$ cat src/rtl/sharpen_stream_ctrl.sv
`default_nettype none
// ============================================================================
// Module   : sharpen_stream_ctrl
// Purpose  : Frame sequencer for the sharpening datapath.
//            - Accepts a raster pixel stream (valid/ready).
//            - Advances or stalls the fixed-latency datapath.
//            - Tracks in-flight pixels with a valid shift register.
//            - Clamps the signed datapath sum to 8 bits and presents it
//              downstream (valid/ready).
//            - Pulses frame_done once the last pixel has left downstream.
// Ports    : clk        - clock, rising edge
//            reset      - asynchronous, active-low reset
//            start      - begin a frame (only honoured in IDLE)
//            in_valid   - upstream pixel valid
//            in_ready   - upstream pixel accepted when in_valid && in_ready
//            dp_stall   - hold datapath registers
//            dp_sum     - signed sum from the addition stage
//            out_valid  - out_pix valid
//            out_ready  - downstream accepts when out_valid && out_ready
//            out_pix    - clamped 8-bit result
//            row / col  - coordinates of the next pixel to accept
//            busy       - high in FILL, RUN and DRAIN
//            frame_done - one-cycle pulse at end of frame
// Revision : 1.0 - initial release
// ============================================================================
module sharpen_stream_ctrl #(
    parameter int WIDTH   = 640,
    parameter int HEIGHT  = 480,
    parameter int DP_LAT  = 2,
    parameter int SUM_W   = 21,
    parameter int COORD_W = 10
) (
    input  logic                    clk,
    input  logic                    reset,
    input  logic                    start,
    input  logic                    in_valid,
    output logic                    in_ready,
    output logic                    dp_stall,
    input  logic signed [SUM_W-1:0] dp_sum,
    output logic                    out_valid,
    input  logic                    out_ready,
    output logic [7:0]              out_pix,
    output logic [COORD_W-1:0]      row,
    output logic [COORD_W-1:0]      col,
    output logic                    busy,
    output logic                    frame_done
);

    localparam int                  c_FILL_W    = (DP_LAT > 1) ? $clog2(DP_LAT) : 1;
    localparam logic [c_FILL_W-1:0] c_FILL_LAST = c_FILL_W'(DP_LAT - 1);
    localparam logic [COORD_W-1:0]  c_COL_LAST  = COORD_W'(WIDTH - 1);
    localparam logic [COORD_W-1:0]  c_ROW_LAST  = COORD_W'(HEIGHT - 1);
    localparam logic signed [SUM_W-1:0] c_PIX_MAX = SUM_W'(255);

    typedef enum logic [2:0] {
        S_IDLE  = 3'd0,
        S_FILL  = 3'd1,
        S_RUN   = 3'd2,
        S_DRAIN = 3'd3,
        S_DONE  = 3'd4
    } state_t;

    state_t              r_state;
    state_t              w_state_nxt;
    logic [DP_LAT-1:0]   r_vsr;
    logic [c_FILL_W-1:0] r_fill_cnt;
    logic                r_last_taken;

    logic                w_active;
    logic                w_adv;
    logic                w_accept;
    logic                w_accept_last;
    logic                w_start_frame;
    logic [7:0]          w_clamped;

    // ------------------------------------------------------------------
    // Next-state and combinational outputs
    // ------------------------------------------------------------------
    always_comb begin
        w_state_nxt   = r_state;
        w_active      = 1'b0;
        w_adv         = 1'b0;
        in_ready      = 1'b0;
        w_accept      = 1'b0;
        w_accept_last = 1'b0;
        w_start_frame = 1'b0;
        dp_stall      = 1'b1;
        busy          = 1'b0;
        frame_done    = 1'b0;

        w_active = (r_state == S_FILL) || (r_state == S_RUN) || (r_state == S_DRAIN);
        // The pipeline may only move when the output register is free or
        // is being emptied this very cycle.
        w_adv    = w_active && (!out_valid || out_ready);
        in_ready = w_adv && ((r_state == S_FILL) || (r_state == S_RUN)) && !r_last_taken;
        w_accept = in_valid && in_ready;
        w_accept_last = w_accept && (row == c_ROW_LAST) && (col == c_COL_LAST);
        dp_stall = !w_adv;
        busy     = w_active;
        frame_done = (r_state == S_DONE);

        case (r_state)
            S_IDLE: begin
                if (start) begin
                    w_state_nxt   = S_FILL;
                    w_start_frame = 1'b1;
                end
            end
            S_FILL: begin
                // Leave FILL once DP_LAT advancing cycles have primed the
                // pipeline; a tiny frame may already be fully taken here,
                // in which case RUN hands straight over to DRAIN.
                if (w_adv && (r_fill_cnt == c_FILL_LAST)) begin
                    w_state_nxt = S_RUN;
                end
            end
            S_RUN: begin
                if (w_adv && (w_accept_last || r_last_taken)) begin
                    w_state_nxt = S_DRAIN;
                end
            end
            S_DRAIN: begin
                if ((r_vsr == '0) && (!out_valid || out_ready)) begin
                    w_state_nxt = S_DONE;
                end
            end
            S_DONE: begin
                w_state_nxt = S_IDLE;
            end
            default: begin
                w_state_nxt = S_IDLE;
            end
        endcase
    end

    // ------------------------------------------------------------------
    // Saturate the signed sum into the 0..255 pixel range
    // ------------------------------------------------------------------
    always_comb begin
        w_clamped = dp_sum[7:0];
        if (dp_sum[SUM_W-1]) begin
            w_clamped = 8'h00;
        end else if (dp_sum > c_PIX_MAX) begin
            w_clamped = 8'hFF;
        end
    end

    // ------------------------------------------------------------------
    // State register
    // ------------------------------------------------------------------
    always_ff @(posedge clk or negedge reset) begin
        if (!reset) begin
            r_state <= S_IDLE;
        end else begin
            r_state <= w_state_nxt;
        end
    end

    // ------------------------------------------------------------------
    // Fill counter, in-flight tracking and output register
    // ------------------------------------------------------------------
    always_ff @(posedge clk or negedge reset) begin
        if (!reset) begin
            r_fill_cnt <= '0;
            r_vsr      <= '0;
            out_valid  <= 1'b0;
            out_pix    <= 8'h00;
        end else begin
            if (w_start_frame) begin
                r_fill_cnt <= '0;
            end else if (w_adv && (r_state == S_FILL)) begin
                r_fill_cnt <= r_fill_cnt + 1'b1;
            end

            if (w_adv) begin
                // Shift in the accept flag; a non-accepting advance is a bubble.
                r_vsr <= (r_vsr << 1) | DP_LAT'(w_accept);
                if (r_vsr[DP_LAT-1]) begin
                    out_pix   <= w_clamped;
                    out_valid <= 1'b1;
                end else begin
                    out_valid <= 1'b0;
                end
            end
        end
    end

    // ------------------------------------------------------------------
    // Raster coordinates of the next pixel to accept
    // ------------------------------------------------------------------
    always_ff @(posedge clk or negedge reset) begin
        if (!reset) begin
            row          <= '0;
            col          <= '0;
            r_last_taken <= 1'b0;
        end else if (w_start_frame) begin
            row          <= '0;
            col          <= '0;
            r_last_taken <= 1'b0;
        end else if (w_accept) begin
            if (col == c_COL_LAST) begin
                if (row == c_ROW_LAST) begin
                    // Final pixel of the frame: coordinates freeze here.
                    r_last_taken <= 1'b1;
                end else begin
                    col <= '0;
                    row <= row + 1'b1;
                end
            end else begin
                col <= col + 1'b1;
            end
        end
    end

endmodule
`default_nettype wire

$ cat config.mk
export PLATFORM = sky130hd
export DESIGN_NAME = sharpen_stream_ctrl
export DESIGN_NICKNAME = d
export VERILOG_FILES = /design/src/rtl/sharpen_stream_ctrl.sv
export SDC_FILE = /design/constraint.sdc
export NUM_CORES = 1
export LEC_CHECK = 0
export BUFFER_PORTS_ARGS = -buffer_cell sky130_fd_sc_hd__buf_2
export CAP_MARGIN = 20
export CORE_ASPECT_RATIO = 0.5
export CORE_MARGIN = 2
export CORE_UTILIZATION = 45
export DETAILED_ROUTE_END_ITERATION = 8
export PLACE_DENSITY = 0.8
export SLEW_MARGIN = 20
export SYNTH_ARGS = -nofsm -noshare
export SYNTH_HDL_FRONTEND = slang
export SYNTH_SLANG_ARGS = --single-unit
$ cat constraint.sdc
create_clock -name clk -period 3.9 [get_ports clk]
set_input_delay 0 -clock clk [delete_from_list [all_inputs] [get_ports clk]]
set_output_delay 0 -clock clk [all_outputs]
set_load 0.1 [all_outputs]
==> run_results.csv <==
group,metric,value,unit
run_status,status,"finished, final reports clean",
die,coreArea,0.004044,mm^2
power,irDropWorstVdd,0.5823,mV
synth,syn-instance-count,202,
route,final_antenna_net_count,0,
clock_tree,cts-root-buf,"clkbuf_8",
cells_and_area,layout.area.seq,900.9,um^2
clock_tree,cts_buffers,5,
worst_hold_path,worstHoldStart,"dp_sum[0]",
global_route,first_global_vias,1732,
clock_tree,cts_tree,"done",
cells_and_area,layout-drive-gt1-share,0.3068,
synth,ys_seq_area_frac,0.4586,
global_route,overflow,0,
die,dieArea,0.004942,mm^2
placed_design,numPortBuffers,58,
power,power.leakage,1.147,nW
setup_path,r2r-start,"r_state[0]$_DFFE_PN0P_",
die,boundaryPins,59,
setup_path,crit_required,4.12,ns
placed_design,dpl.hpwl,3223,um
clock_tree,clkTransAtPathRegs,0.07,ns
setup_path,endpoint_kind,"flop",
setup_path,reg2regPathDepth,5,
die,floorplan.initialDensity,0.4858,
cells_and_area,diodes,0,
timing,worst_slew_pin_slew,0.8078,ns
route,routed_wl,4565,um
clock_tree,cts_num_sinks,36,
synth,synth.distinct_cells,46,
synth,synth_nets,230,
route,vias,1745,
cells_and_area,fillers,357,
timing,slew_viol_final,0,
timing,slew_headroom,0.4615,
global_route,grt.total_usage,0.1988,
clock_tree,h-tree-depth,2,
timing,layout_min_cycle_time,2.422,ns
placed_design,gp_congestion,0.8781,
global_route,grt_max_degree,37,
route,avgViaCountPerCell,5.487,
setup_path,crit_path_cell_trace,"nor2_1 > nor3_1 > nand2_1 > o31ai_1 > dlygate4sd3_1",
synth,synth-seq-cells,36,
setup_path,start_kind,"flop",
route,drc,0,
die,die-height,50.72,um
cells_and_area,syn2layout_area_growth,24.08,%
timing,fin_skew,0.003433,ns
synth,syn_avg_cell_area,9.725,um^2
cells_and_area,multi_input_comb_area,0.001005,mm^2
cells_and_area,nNetsFinal,291,
setup_path,crit_family,"simple AND/OR/NAND/NOR gates",
route,wire_per_inst,14.36,um
clock_tree,insertion_delay,0.28,ns
die,fp.dieW,97.44,um
run,drv_cap,0,
clock_tree,post-cts-setup-buffer-count,0,
timing,final.period_utilization,0.6211,
clock_tree,cts_buffer_depth,2,
setup_path,cp-startpoint,"r_state[0]$_DFFE_PN0P_",
setup_path,cp_num_buf_inv,1,
setup_path,crit_type,"flop to flop",
power,powerDensity,819.2,mW/mm^2
global_route,grt_pass1_wl,7783,um
setup_path,crit_slowest_cell,"dlygate4sd3_1",
cells_and_area,mostFrequentLayoutCells,"buf_2 (58), dfrtp_1 (36), nor2_1 (30), nand2_1 (20)",
timing,hold_viol_final,0,
synth,yosysWarnings,0,
global_route,antenna_found_initial,0,
timing,rsz0062_at_grt,"no",
timing,max_freq,412.9,MHz
cells_and_area,layout_commonest_cell,"buf_2",
die,row_count,16,
synth,syn_area,0.001964,mm^2
setup_path,worstPathArrival,2.65,ns
timing,setup_viol,0,
setup_path,crit_cells,5,
cells_and_area,final_core_util,0.6027,
route,drt_iter0_markers,62,
worst_hold_path,min-delay-path-class,"primary input to flop",
setup_path,cp_max_fo,17,
worst_hold_path,min_path_cells,3,
route,drt_first_pass_iters,5,
timing,fin_setup_tns,0,ns
setup_path,max_stage_delay,0.57,ns
==> synth_stat cells (all sizes together) <==
master	number	share of area
a211o	1	0.0045
a211oi	4	0.015
a21o	3	0.011
a21oi	5	0.013
a22o	3	0.013
a2bb2oi	1	0.0045
a31o	1	0.0045
a31oi	1	0.0032
and2	2	0.0064
and3	1	0.0032
and4bb	1	0.0064
buf	6	0.018
clkbuf	3	0.0057
dfrtp	36	0.46
ha	2	0.013
inv	5	0.0096
mux2	2	0.011
mux2i	1	0.0051
nand2	20	0.038
nand2b	3	0.0096
nand3	11	0.031
nand3b	1	0.0038
nand4	3	0.017
nand4b	1	0.0045
nand4bb	1	0.0057
nor2	31	0.061
nor2b	1	0.0032
nor3	7	0.024
nor4	9	0.047
nor4b	3	0.023
o21ai	6	0.015
o31ai	9	0.034
o41ai	1	0.0045
or3	3	0.0096
or4	2	0.0096
xnor2	10	0.045
xor2	2	0.0089
==> report_power, final <==
group          leakage, nW  total, mW  internal (mW)  switching, mW
combinational        0.613       1.13          0.237          0.890
clock               0.0552      0.321          0.190          0.132
sequential           0.479      0.549          0.461         0.0873
==> registers in the layout, summed over array words and instances, names as in the netlist <==
| name | count |
|---|---|
| col | 10 |
| r_last_taken | 1 |
| r_state | 3 |
| r_vsr | 2 |
| out_pix | 8 |
| row | 10 |
| r_fill_cnt | 1 |
| out_valid | 1 |
==> layout make-up <==
class,instances,share of cell area
Inverter,5,0.007700
Tap cell,54,0.02772
Timing Repair Buffer,63,0.1386
Multi-Input combinational cell,152,0.4122
Clock buffer,6,0.02977
Sequential cell,36,0.3696
Clock inverter,2,0.01437
==> stage by stage <==
step	instance area, um^2	instances	hold slack [ns]	setup WS [ns]	power [mW]
2_1_floorplan	1971	202	-0.2956	1.095	1.487
3_3_place_gp	2290	306	0.1282	1.717	1.645
3_5_place_dp	2290	306	0.1415	1.652	1.669
4_1_cts	2437	318	0.003303	1.486	2.007
5_1_grt	2437	318	0.01055	1.179	2.106
6_report	2437	318	0.01200	1.478	1.997
==> final timing paths <==
check	slack (ns)	to
worst min-delay path	0.01	out_pix[0]$_DFFE_PN0P_
worst max register to register	1.48	out_pix[1]$_DFFE_PN0P_
worst min register to register	0.48	out_pix[0]$_DFFE_PN0P_
max in group asynchronous	3.04	out_pix[4]$_DFFE_PN0P_
worst max-delay path	1.48	out_pix[1]$_DFFE_PN0P_
min in group asynchronous	0.34	r_state[1]$_DFFE_PN0P_
==> layer usage <==
| layer | vias up | global-route usage | wire (um) |
|---|---|---|---|
| li1 | 844 | - | - |
| met1 | 832 | 0.2452 | 2083 |
| met2 | 65 | 0.3414 | 2192 |
| met3 | 4 | 0.05571 | 260 |
| met4 | 0 | 0.06944 | 28 |
| met5 | - | 0 | 0 |
==> what timing repair did <==
item                                   4_1_cts  5_1_grt
resized for setup                            0        0
hold buffers                                 4        0
endpoints found under the hold margin       42        0
==> worst register-to-register path: stages, from the launching register on <==
cell	delay (ns)
dfrtp_1	0.52
nor2_1	0.13
nor3_1	0.40
nand2_1	0.42
o31ai_1	0.33
dlygate4sd3_1	0.57
==> kinds of logic after synthesis <==
kind of cell | after synthesis | synth area share
buf+inv | 14 | 0.03312
xor+xnor | 12 | 0.05350
fa+ha+maj | 2 | 0.01274
flops | 36 | 0.4586
mux | 3 | 0.01656
compound gates | 35 | 0.1236
simple gates | 100 | 0.3019
Note: power is estimated with default switching activity, not from simulation.
